--- config.mk ---
export PLATFORM = sky130hd
export DESIGN_NAME = sync_fifo_param
export DESIGN_NICKNAME = d
export VERILOG_FILES = /design/src/rtl/sync_fifo_param.sv
export SDC_FILE = /design/constraint.sdc
export NUM_CORES = 1
export LEC_CHECK = 0
export BUFFER_PORTS_ARGS = -buffer_cell sky130_fd_sc_hd__buf_2
export CAP_MARGIN = 20
export CORE_UTILIZATION = 65
export DETAILED_ROUTE_END_ITERATION = 7
export PLACE_DENSITY = 0.84
export SETUP_SLACK_MARGIN = 0.05
export SLEW_MARGIN = 20
export SYNTH_ARGS = -nofsm -noshare
export SYNTH_HDL_FRONTEND = slang
export SYNTH_SLANG_ARGS = --single-unit
--- constraint.sdc ---
create_clock -name clk -period 6.69 [get_ports clk]
set_input_delay 1.0035 -clock clk [delete_from_list [all_inputs] [get_ports clk]]
set_output_delay 1.0035 -clock clk [all_outputs]
set_load 0.05 [all_outputs]
--- src/rtl/sync_fifo_param.sv ---
// Single-clock parametrised FIFO with live occupancy count, threshold flags,
// registered error pulses and selectable standard / first-word-fall-through read.
module sync_fifo_param #(
    parameter int WIDTH     = 8,
    parameter int DEPTH     = 16,
    parameter int PTR_WIDTH = $clog2(DEPTH),
    parameter int AF_THRESH = DEPTH - 2,
    parameter int AE_THRESH = 2,
    parameter int FWFT      = 0
) (
    input  logic                 clk,
    input  logic                 rst,
    input  logic                 wr_en,
    input  logic [WIDTH-1:0]     wr_data,
    input  logic                 rd_en,
    output logic [WIDTH-1:0]     rd_data,
    output logic                 rd_valid,
    output logic                 full,
    output logic                 empty,
    output logic                 almost_full,
    output logic                 almost_empty,
    output logic [PTR_WIDTH:0]   count,
    output logic                 wr_error,
    output logic                 rd_error
);

    localparam logic [PTR_WIDTH:0] DEPTH_LVL = (PTR_WIDTH+1)'(DEPTH);
    localparam logic [PTR_WIDTH:0] AF_LVL    = (PTR_WIDTH+1)'(AF_THRESH);
    localparam logic [PTR_WIDTH:0] AE_LVL    = (PTR_WIDTH+1)'(AE_THRESH);
    localparam logic [PTR_WIDTH:0] ONE       = (PTR_WIDTH+1)'(1);

    logic [WIDTH-1:0]   mem [DEPTH];
    logic [PTR_WIDTH:0] wptr_reg;
    logic [PTR_WIDTH:0] rptr_reg;
    logic [PTR_WIDTH:0] count_reg;
    logic               wr_error_reg;
    logic               rd_error_reg;
    logic               wr_accept;
    logic               rd_accept;

    // Flags decode from the count register alone, so they only move on an edge or reset.
    assign full         = (count_reg == DEPTH_LVL);
    assign empty        = (count_reg == '0);
    assign almost_full  = (count_reg >= AF_LVL);
    assign almost_empty = (count_reg <= AE_LVL);
    assign count        = count_reg;
    assign wr_error     = wr_error_reg;
    assign rd_error     = rd_error_reg;

    assign wr_accept = wr_en && !full;
    assign rd_accept = rd_en && !empty;

    // Storage is deliberately left out of reset so it maps onto block RAM.
    always_ff @(posedge clk) begin
        if (wr_accept) begin
            mem[wptr_reg[PTR_WIDTH-1:0]] <= wr_data;
        end
    end

    always_ff @(posedge clk or posedge rst) begin
        if (rst) begin
            wptr_reg     <= '0;
            rptr_reg     <= '0;
            count_reg    <= '0;
            wr_error_reg <= 1'b0;
            rd_error_reg <= 1'b0;
        end else begin
            wr_error_reg <= wr_en && full;
            rd_error_reg <= rd_en && empty;
            if (wr_accept) begin
                wptr_reg <= wptr_reg + ONE;
            end
            if (rd_accept) begin
                rptr_reg <= rptr_reg + ONE;
            end
            case ({wr_accept, rd_accept})
                2'b10:   count_reg <= count_reg + ONE;
                2'b01:   count_reg <= count_reg - ONE;
                default: count_reg <= count_reg;
            endcase
        end
    end

    generate
        if (FWFT != 0) begin : g_fwft
            // Head word is presented straight from the array; it is meaningless while empty.
            assign rd_data  = mem[rptr_reg[PTR_WIDTH-1:0]];
            assign rd_valid = !empty;
        end else begin : g_std
            logic [WIDTH-1:0] rd_data_reg;
            logic             rd_valid_reg;

            always_ff @(posedge clk or posedge rst) begin
                if (rst) begin
                    rd_data_reg  <= '0;
                    rd_valid_reg <= 1'b0;
                end else begin
                    rd_valid_reg <= rd_accept;
                    if (rd_accept) begin
                        rd_data_reg <= mem[rptr_reg[PTR_WIDTH-1:0]];
                    end
                end
            end

            assign rd_data  = rd_data_reg;
            assign rd_valid = rd_valid_reg;
        end
    endgenerate

endmodule

==> flow_metrics.py, run 1 <==
metrics = {
    "status": {
        "run_status": "complete, no violations",
    },
    "sta": {
        "finalClockSkew_ns": 0.00839,
        "fmax_mhz": 313,
        "rsz0062_at_grt": "false",
        "fin_crit_sh_pct": 47.7,
        "worst_slew_pin_slew_ns": 1.04,
        "fin_setup_tns_ns": 0,
        "setup_viol": 0,
        "drv_slew": 0,
        "min_period_ns": 3.19,
        "timing.final.hold_violations": 0,
        "max_slew_margin_pct": 30.7,
    },
    "route": {
        "drt_wl_total_mm": 11.8,
        "vias_per_cell": 6.45,
        "routedWlPerCell_um": 24.5,
        "drt_first_pass_iters": 5,
        "postRouteAntennaNets": 0,
        "drc": 0,
        "num_vias": 3109,
        "drt-initial-drc-count": 223,
    },
    "placed_design": {
        "dp_cells": 449,
        "dp_hpwl_mm": 6.72,
        "io_buffers": 31,
        "gp_congestion": 0.849,
    },
    "cells_and_area": {
        "n_antenna_cell": 0,
        "n_fill_cell": 466,
        "largest_reg_flops": 128,
        "drive_above_1_share_pct": 29.4,
        "register_area_um2": 4440,
        "syn2layout_area_growth_pct": 13.5,
        "final_util_pct": 75.8,
        "final_cell_mix": "edfxtp_1 (128), buf_2 (31), mux4_2 (29)",
        "final_cell_count_no_fill": 482,
        "final_common_cell": "edfxtp_1",
        "fin_nets": 378,
        "multi_input_area_um2": 1580,
    },
    "die": {
        "start_util_pct": 66.8,
        "die-area_um2": 9840,
        "die_y_um": 99.2,
        "ios": 32,
        "die_w_um": 99.2,
        "rows": 35,
        "core_um2": 9200,
    },
    "synth": {
        "synth_enable_flop_cells": 128,
        "synth-adder-area-share_pct": 1.63,
        "syn_nets": 342,
        "synth_cells": 322,
        "yosysWarnings": 0,
        "yosys.area_share.simple_pct": 4.30,
        "synth.area.mux_share_pct": 14.5,
        "synth-compound-area-share_pct": 3.24,
        "synth.avg_cell_area_um2": 19.1,
        "synth-async-reset-ratio_pct": 15.8,
        "synth.distinct_cells": 42,
        "synth_area_um2": 6140,
        "yosysSeqAreaShare_pct": 72.3,
        "ys_seq_elements": 152,
        "synth_top_family_by_area": "multiplexers",
        "ys.flop_type": "edfxtp_1",
        "synth_xor_area_share_pct": 1.71,
    },
    "clock_network": {
        "numCtsBuffers": 17,
        "ctsHoldBuffers": 0,
        "root_buffer": "clkbuf_8",
        "clock-sinks": 152,
        "cts_tree": "done",
        "max-clock-path-buffers": 2,
        "clk_latency_ns": 0.52,
        "post_cts_resized": 0,
        "clk_pin_slew_worst_paths_ns": 0.07,
        "post_cts_buffers": 0,
        "h-tree-depth": 4,
    },
    "min_path": {
        "min_path_type": "input port to async pin",
    },
    "power_and_ir_drop": {
        "ir_worst_vdd_mv": 0.343,
        "p_int_uw": 2100,
        "clkPwrFrac_pct": 29.3,
        "power_density_nw_per_um2": 464,
        "p_comb_share_pct": 30.5,
        "swShare_pct": 35.0,
        "seqPwrFrac_pct": 40.1,
        "leakagePower_uw": 0.00247,
        "power.switching_uw": 1130,
        "totalPowerFinal_uw": 3230,
    },
    "setup_path": {
        "r2r-end": "count[2]",
        "crit_path_end_kind": "flop",
        "worst-endpoint-arrival_ns": 3.59,
        "r2r_cells": 10,
        "path_max_fanout": 11,
        "reg2reg_setup_slack_ns": 3.50,
        "reg2reg_from": "count[2]",
        "critPathLaunchType": "flop",
        "required_ns": 7.08,
        "path_class": "flop to flop",
    },
    "job": {
        "cap_viol_max_count": 0,
    },
    "global_routing": {
        "grt_max_degree": 35,
        "grt_overflow": 0,
        "antenna_found_initial": 0,
        "grt_pass1_vias": 3171,
        "grt_util_all_layers_pct": 26.5,
        "grt_pass1_wl_mm": 18.3,
    },
}
==> critical path, cell delays in order (launching register included) <==
cell	delay, ns
dfrtp_1	0.50
or3_4	0.40
o31ai_4	0.53
inv_2	0.23
ha_1	0.36
xor2_1	0.19
ha_1	0.24
a21oi_1	0.19
xor2_1	0.21
nor2_1	0.07
xor2_1	0.14
==> power groups by stage <==
| stage | clock network, uW | logic, uW | registers (uW) |
|---|---|---|---|
| after global routing | 989 | 1050 | 1310 |
| final | 948 | 987 | 1300 |
| after detailed placement | 0 | 965 | 1300 |
| after global placement | 0 | 945 | 1290 |
| after CTS | 952 | 994 | 1290 |
| after floorplan | 0 | 676 | 1390 |
==> how the worst max path moves through the flow <==
stage	start	end	slack [ns]
2_1_floorplan	count[2]	empty	3.47
3_3_place_gp	wr_en	mem[1][0]	3.66
3_5_place_dp	wr_en	mem[3][0]	3.61
4_1_cts	count[2]	count[2]	3.52
5_1_grt	count[2]	count[4]	3.30
6_report	count[2]	count[2]	3.50
==> per-stage QoR <==
step | cell area [um^2] | setup slack (ns) | hold slack (ns)
2_1_floorplan | 6140 | 3.47 | 0.545
3_3_place_gp | 6340 | 3.66 | 0.474
3_5_place_dp | 6350 | 3.61 | 0.476
4_1_cts | 6940 | 3.52 | 0.496
5_1_grt | 6970 | 3.30 | 0.417
6_report | 6970 | 3.50 | 0.406
==> routing by layer <==
metal / track usage (%) / wire length [um] / up-vias
met3: 5.69 / 774 / 31
met1: 35.4 / 4680 / 1581
met5: 0 / 0 / -
met4: 12.2 / 409 / 0
met2: 42.6 / 5930 / 146
li1: - / - / 1351
==> cells in the mapped netlist (all sizes together), types with 2 or more instances <==
cell type  count  area share, %
xor2           5           0.71
and2           2           0.20
nand2         18            1.1
o21ai          3           0.24
inv            6           0.37
nand2b         3           0.31
mux2i         15            2.4
o31ai          2           0.47
nor2b          3           0.31
xnor2          7            1.0
mux4          32             12
a31oi          2           0.31
clkbuf         2           0.12
o221ai         7            1.0
dfrtp         24            9.8
edfxtp       128             63
buf           16            1.8
nor3           5           0.41
a21oi          3           0.24
nor2          16           0.98
nand4          2           0.20
ha             8            1.6
==> cells by family after synthesis <==
| family | after synthesis |
|---|---|
| DFF | 152 |
| and+or+nand+nor | 55 |
| muxes | 48 |
| buffers and inverters | 24 |
| AOI/OAI and AO/OA | 23 |
| xor gates and xnor gates | 12 |
| adders and majority gates | 8 |
==> area by class of cell <==
cell class / instances / area share, %
flip-flops and latches: 152 / 63.7
clock buffers: 17 / 5.94
repair buffers: 35 / 2.76
clock inverters: 15 / 2.58
inverters: 6 / 0.323
multi-input cells: 146 / 22.7
well taps: 111 / 1.99
(Power assumes the default switching activity.)
==> run 2, diff against run 1 <==
Settings changed: CORE_UTILIZATION 65 to 54, PLACE_DENSITY 0.84 to 0.75.
Clock period 6.69 ns to 2.8 ns, I/O delays scaled along.
==> run 2 against run 1 <==
Combinational power rose by 130%. Clock skew is 0.0026 ns lower. Total power rose by 130%. Maximum frequency rose by 25%. Worst setup slack got worse by 3.3 ns. Via count shrank 1.4%. Hold slack worse by 0.18 ns. Critical endpoint unchanged. Largest power group unchanged.
==> flow_metrics.py, run 2 (synthesized netlist as in run 1, its figures left out) <==
metrics = {
    "setup_path": {
        "path_class": "flop to flop",
        "path_max_fanout": 10,
        "reg2reg_from": "count[4]",
        "r2r_cells": 10,
        "crit_buf_inv": 1,
        "r2r-end": "count[2]",
        "cp_slowest_cell": "dfrtp_2",
        "reg2reg_setup_slack_ns": 0.24,
        "slowest_delay_ns": 0.44,
        "critPathLaunchType": "flop",
        "cpMostUsedCell": "xor2_1",
        "required_ns": 3.10,
        "crit_family": "XOR/XNOR gates",
        "crit_chain": "or3_4, o31ai_4, inv_2, ha_2, xor2_1, ha_1, a21oi_1, xor2_1, nor2_1, xor2_1",
        "crit_path_end_kind": "flop",
        "worst-endpoint-arrival_ns": 2.86,
    },
    "route": {
        "postRouteAntennaNets": 0,
        "drt_wl_total_mm": 11.0,
        "drt-initial-drc-count": 224,
        "drc": 0,
        "num_vias": 3066,
        "routedWlPerCell_um": 20.9,
        "drt_first_pass_iters": 4,
        "vias_per_cell": 5.82,
    },
    "placed_design": {
        "dp_hpwl_mm": 7.20,
        "gp_congestion": 0.823,
        "io_buffers": 31,
    },
    "cells_and_area": {
        "fin_nets": 398,
        "n_antenna_cell": 0,
        "register_area_um2": 4450,
        "final_common_cell": "edfxtp_1",
        "n_fill_cell": 733,
        "drive_above_1_share_pct": 31.8,
        "multi_input_area_um2": 1560,
        "largest_reg_flops": 128,
        "final_cell_mix": "edfxtp_1 (128), buf_2 (31), mux4_2 (29)",
        "syn2layout_area_growth_pct": 15.7,
    },
    "global_routing": {
        "grt_use_met1_pct": 26.4,
        "grt_pass1_vias": 3148,
        "grt_max_degree": 27,
        "grtUsageMet3_pct": 8.13,
        "grt.busiest_layer": "met2",
        "use_met2_pct": 35.1,
        "antenna_found_initial": 0,
        "grt_pass1_wl_mm": 17.2,
        "grt_overflow": 0,
        "grt_util_all_layers_pct": 21.4,
    },
    "die": {
        "core_um2": 11000,
        "die-area_um2": 11800,
        "start_util_pct": 55.9,
        "ios": 32,
        "die_y_um": 109,
        "rows": 38,
        "die_w_um": 109,
    },
    "min_path": {
        "min_to": "wr_error",
        "min_path_type": "input port to flop",
        "min_path_cells": 2,
        "hp-start": "wr_en",
    },
    "power_and_ir_drop": {
        "power_density_nw_per_um2": 1060,
        "leakagePower_uw": 0.00254,
        "ir_worst_vdd_mv": 0.727,
        "totalPowerFinal_uw": 7540,
    },
    "sta": {
        "fin_setup_tns_ns": 0,
        "finalClockSkew_ns": 0.00578,
        "timing.final.hold_violations": 0,
        "rsz0062_at_grt": "false",
        "setup_viol": 0,
        "fmax_mhz": 390,
        "worst_slew_pin_slew_ns": 0.659,
        "min_period_ns": 2.56,
        "drv_slew": 0,
        "max_slew_margin_pct": 56.1,
        "fin_crit_sh_pct": 91.6,
    },
    "status": {
        "run_status": "complete, no violations",
    },
    "clock_network": {
        "h-tree-depth": 4,
        "numCtsBuffers": 17,
        "max-clock-path-buffers": 2,
        "clk_pin_slew_worst_paths_ns": 0.06,
        "root_buffer": "clkbuf_16",
        "cts_tree": "done",
        "clock-sinks": 152,
        "clk_latency_ns": 0.42,
    },
    "job": {
        "cap_viol_max_count": 0,
    },
}
run 2: cell types whose count changed in the layout (fill, tap and decap cells not counted), moves of 2 or more:
cell and delta:
buf_4 +18, dfrtp_1 -5, dfrtp_2 +5, inv_6 -5, nor3_1 +4, nor3_2 -4
clkbuf_1 +2, inv_8 -2
run 2: repair_timing:
action / 4_1_cts / 5_1_grt
setup endpoints to repair: 0 / 2
resized for setup: 0 / 1
endpoints found under the hold margin: 0 / 8
hold buffers: 0 / 1
buffers inserted: 0 / 0
run 2: metal layers:
layer  vias up  part of all wire, %  wire length, um
met4         0                  1.5              166
met5         -                    0                0
met3        16                  6.0              658
li1       1384                    -                -
met1      1572                   40             4400
met2        94                   53             5800
run 2: final cells by class:
type,count,share of cell area (%)
flip-flops and latches,152,62.6
multi-input cells,146,22.0
clock buffers,19,6.09
repair buffers,55,5.03
well taps,140,2.46
clock inverters,9,1.48
inverters,6,0.317
run 2: worst max path at each step:
stage                     slack, ns  endpoint      from  cells past startpoint
after floorplan                0.07  count[4]  count[2]                     12
after global placement         0.26  count[4]  count[4]                     10
after detailed placement       0.19  count[4]  count[4]                     10
after CTS                      0.16  count[2]  count[4]                     10
after global routing           0.13  count[2]  count[4]                     10
final                          0.24  count[2]  count[4]                     10
run 2: stage by stage:
step	cells	setup WS, ns	hold WS [ns]	instance area [um^2]	util (%)
final	527	0.237	0.222	7110	64.7
after global routing	527	0.135	0.203	7110	64.7
after global placement	497	0.261	0.476	6540	59.6
after floorplan	322	0.0735	0.434	6150	-
after detailed placement	497	0.191	0.478	6540	59.6
after CTS	525	0.162	0.203	7080	64.5
run 2: where the power goes:
| part | switching [uW] | internal [uW] |
|---|---|---|
| sequential | 333 | 2820 |
| clock | 808 | 1280 |
| combinational | 1330 | 968 |
| total | 2470 | 5070 |
run 2: worst register-to-register path, delay by kind of cell (launching register included):
| kind | cells | cell delay (ns) |
|---|---|---|
| AOI/OAI and AO/OA | 2 | 0.39 |
| xor gates and xnor gates | 3 | 0.50 |
| adders and majority gates | 2 | 0.48 |
| buffers and inverters | 1 | 0.14 |
| DFF | 1 | 0.44 |
| and+or+nand+nor | 2 | 0.49 |
==> run 3, diff against run 2 <==
Settings changed: PLACE_DENSITY 0.75 to 0.79.
==> run 3 against run 2 <==
Critical path depth unchanged. Flip-flop and latch count unchanged. Via count up 1.3%. Total power up 1.5%. Clock skew up 0.0089 ns. Core utilization up 0.46 points. Critical path type unchanged. Highest routed layer unchanged.
==> flow_metrics.py, run 3 (synthesized netlist as in run 1, its figures left out) <==
metrics = {
    "route": {
        "num_vias": 3107,
        "drc": 0,
        "drt-initial-drc-count": 155,
        "drt_wl_total_mm": 11.2,
        "drt_first_pass_iters": 4,
        "postRouteAntennaNets": 0,
        "vias_per_cell": 5.81,
        "routedWlPerCell_um": 21.0,
    },
    "global_routing": {
        "grt_overflow": 0,
        "grt_pass1_vias": 3256,
        "grt_util_all_layers_pct": 21.7,
        "grt_max_degree": 27,
        "antenna_found_initial": 0,
        "grt_pass1_wl_mm": 17.8,
    },
    "die": {
        "rows": 38,
        "die_y_um": 109,
        "start_util_pct": 55.9,
        "core_um2": 11000,
        "ios": 32,
        "die-area_um2": 11800,
        "die_w_um": 109,
    },
    "setup_path": {
        "required_ns": 3.09,
        "crit_path_end_kind": "flop",
        "reg2reg_from": "count[4]",
        "slowest_delay_ns": 0.44,
        "crit_chain": "or3_4, o31ai_4, inv_2, ha_1, xor2_1, ha_1, and3b_1, o21ai_0, a31oi_1, xor2_1",
        "critPathLaunchType": "flop",
        "path_class": "flop to flop",
        "startpoint": "count[4]",
        "worst-endpoint-arrival_ns": 2.90,
        "cp_slowest_cell": "dfrtp_2",
        "crit_buf_inv": 1,
        "path_max_fanout": 10,
        "crit_family": "simple AND/OR/NAND/NOR gates",
    },
    "job": {
        "cap_viol_max_count": 0,
    },
    "clock_network": {
        "clk_pin_slew_worst_paths_ns": 0.06,
        "root_buffer": "clkbuf_16",
        "clock-sinks": 152,
        "cts_tree": "done",
        "post_cts_resized": 0,
        "numCtsBuffers": 17,
        "max-clock-path-buffers": 2,
        "post_cts_buffers": 0,
        "clk_latency_ns": 0.42,
        "h-tree-depth": 4,
        "ctsHoldBuffers": 0,
    },
    "sta": {
        "min_period_ns": 2.61,
        "fin_crit_sh_pct": 93.2,
        "setup_viol": 0,
        "max_slew_margin_pct": 55.0,
        "fin_setup_tns_ns": 0,
        "fmax_mhz": 383,
        "worst_slew_pin_slew_ns": 0.675,
        "timing.final.hold_violations": 0,
        "setup_slack_ns": 0.192,
        "drv_slew": 0,
        "finalClockSkew_ns": 0.0147,
        "rsz0062_at_grt": "false",
    },
    "cells_and_area": {
        "final_common_cell": "edfxtp_1",
        "final_cell_mix": "edfxtp_1 (128), buf_2 (31), mux4_2 (29)",
        "fin_nets": 402,
        "final_cell_count_no_fill": 535,
        "syn2layout_area_growth_pct": 16.5,
        "drive_above_1_share_pct": 33.7,
        "n_antenna_cell": 0,
        "largest_reg_flops": 128,
        "n_fill_cell": 740,
    },
    "placed_design": {
        "gp_congestion": 0.770,
        "place_ws_ns": 0.204,
        "dp_cells": 503,
        "io_buffers": 31,
        "dp_hpwl_mm": 7.40,
    },
    "status": {
        "run_status": "complete, no violations",
    },
    "power_and_ir_drop": {
        "power_density_nw_per_um2": 1070,
        "leakagePower_uw": 0.00258,
        "ir_worst_vdd_mv": 0.696,
    },
    "min_path": {
        "min_path_type": "input port to async pin",
    },
}
## run 3: cell count changes in the layout (fill, tap and decap cells not counted), sizes merged
cell / before / now
buf: 54 / 59
inv: 7 / 12
dlygate4sd3: 1 / 0
clkbuf: 19 / 17
clkinv: 3 / 6
bufinv: 2 / 1
clkinvlp: 3 / 2
## run 3: power by group
group	switching [uW]	internal, uW	total (uW)
clock	938	1240	2180
sequential	324	2810	3140
combinational	1340	985	2330
## run 3: area by class of cell
class	count	area, um^2	share of cell area (%)
inverter	6	22.5	0.315
timing repair buffer	59	378	5.28
clock buffer	17	425	5.94
tap	140	175	2.45
sequential	152	4450	62.2
multi-input combinational	146	1560	21.8
clock inverter	15	145	2.03
## run 3: worst reg2reg max path, stage by stage (launching register included)
cell,delay (ns)
dfrtp_2,0.44
or3_4,0.43
o31ai_4,0.21
inv_2,0.14
ha_1,0.31
xor2_1,0.18
ha_1,0.22
and3b_1,0.16
o21ai_0,0.13
a31oi_1,0.11
xor2_1,0.15
## run 3: worst paths after layout
check / end / cells after the start / slack (ns)
max: count[4] / 10 / 0.19
min: rd_data[7] / 3 / 0.06
max reg2reg: count[4] / 10 / 0.19
min reg2reg: rd_data[3] / 2 / 0.49
max in group asynchronous: count[1] / 3 / 2.47
min in group clk: wr_error / 2 / 0.24
## run 3: metrics by stage
step | total power [uW] | util [%] | hold WS [ns] | instance area, um^2
global placement | 5450 | 60.0 | 0.475 | 6590
detailed placement | 5530 | 60.0 | 0.471 | 6590
CTS | 7730 | 65.2 | 0.0528 | 7160
global route | 8010 | 65.2 | 0.0908 | 7160
finish | 7650 | 65.2 | 0.0567 | 7160
floorplan | 4940 | - | 0.434 | 6150
## run 3: layer usage
metal / share of wire, % / up-vias / GRT usage (%)
met5: 0 / - / 0
met4: 0.69 / 0 / 8.49
met3: 6.1 / 9 / 5.02
met2: 53 / 107 / 36.1
met1: 40 / 1592 / 28.0
li1: - / 1399 / -
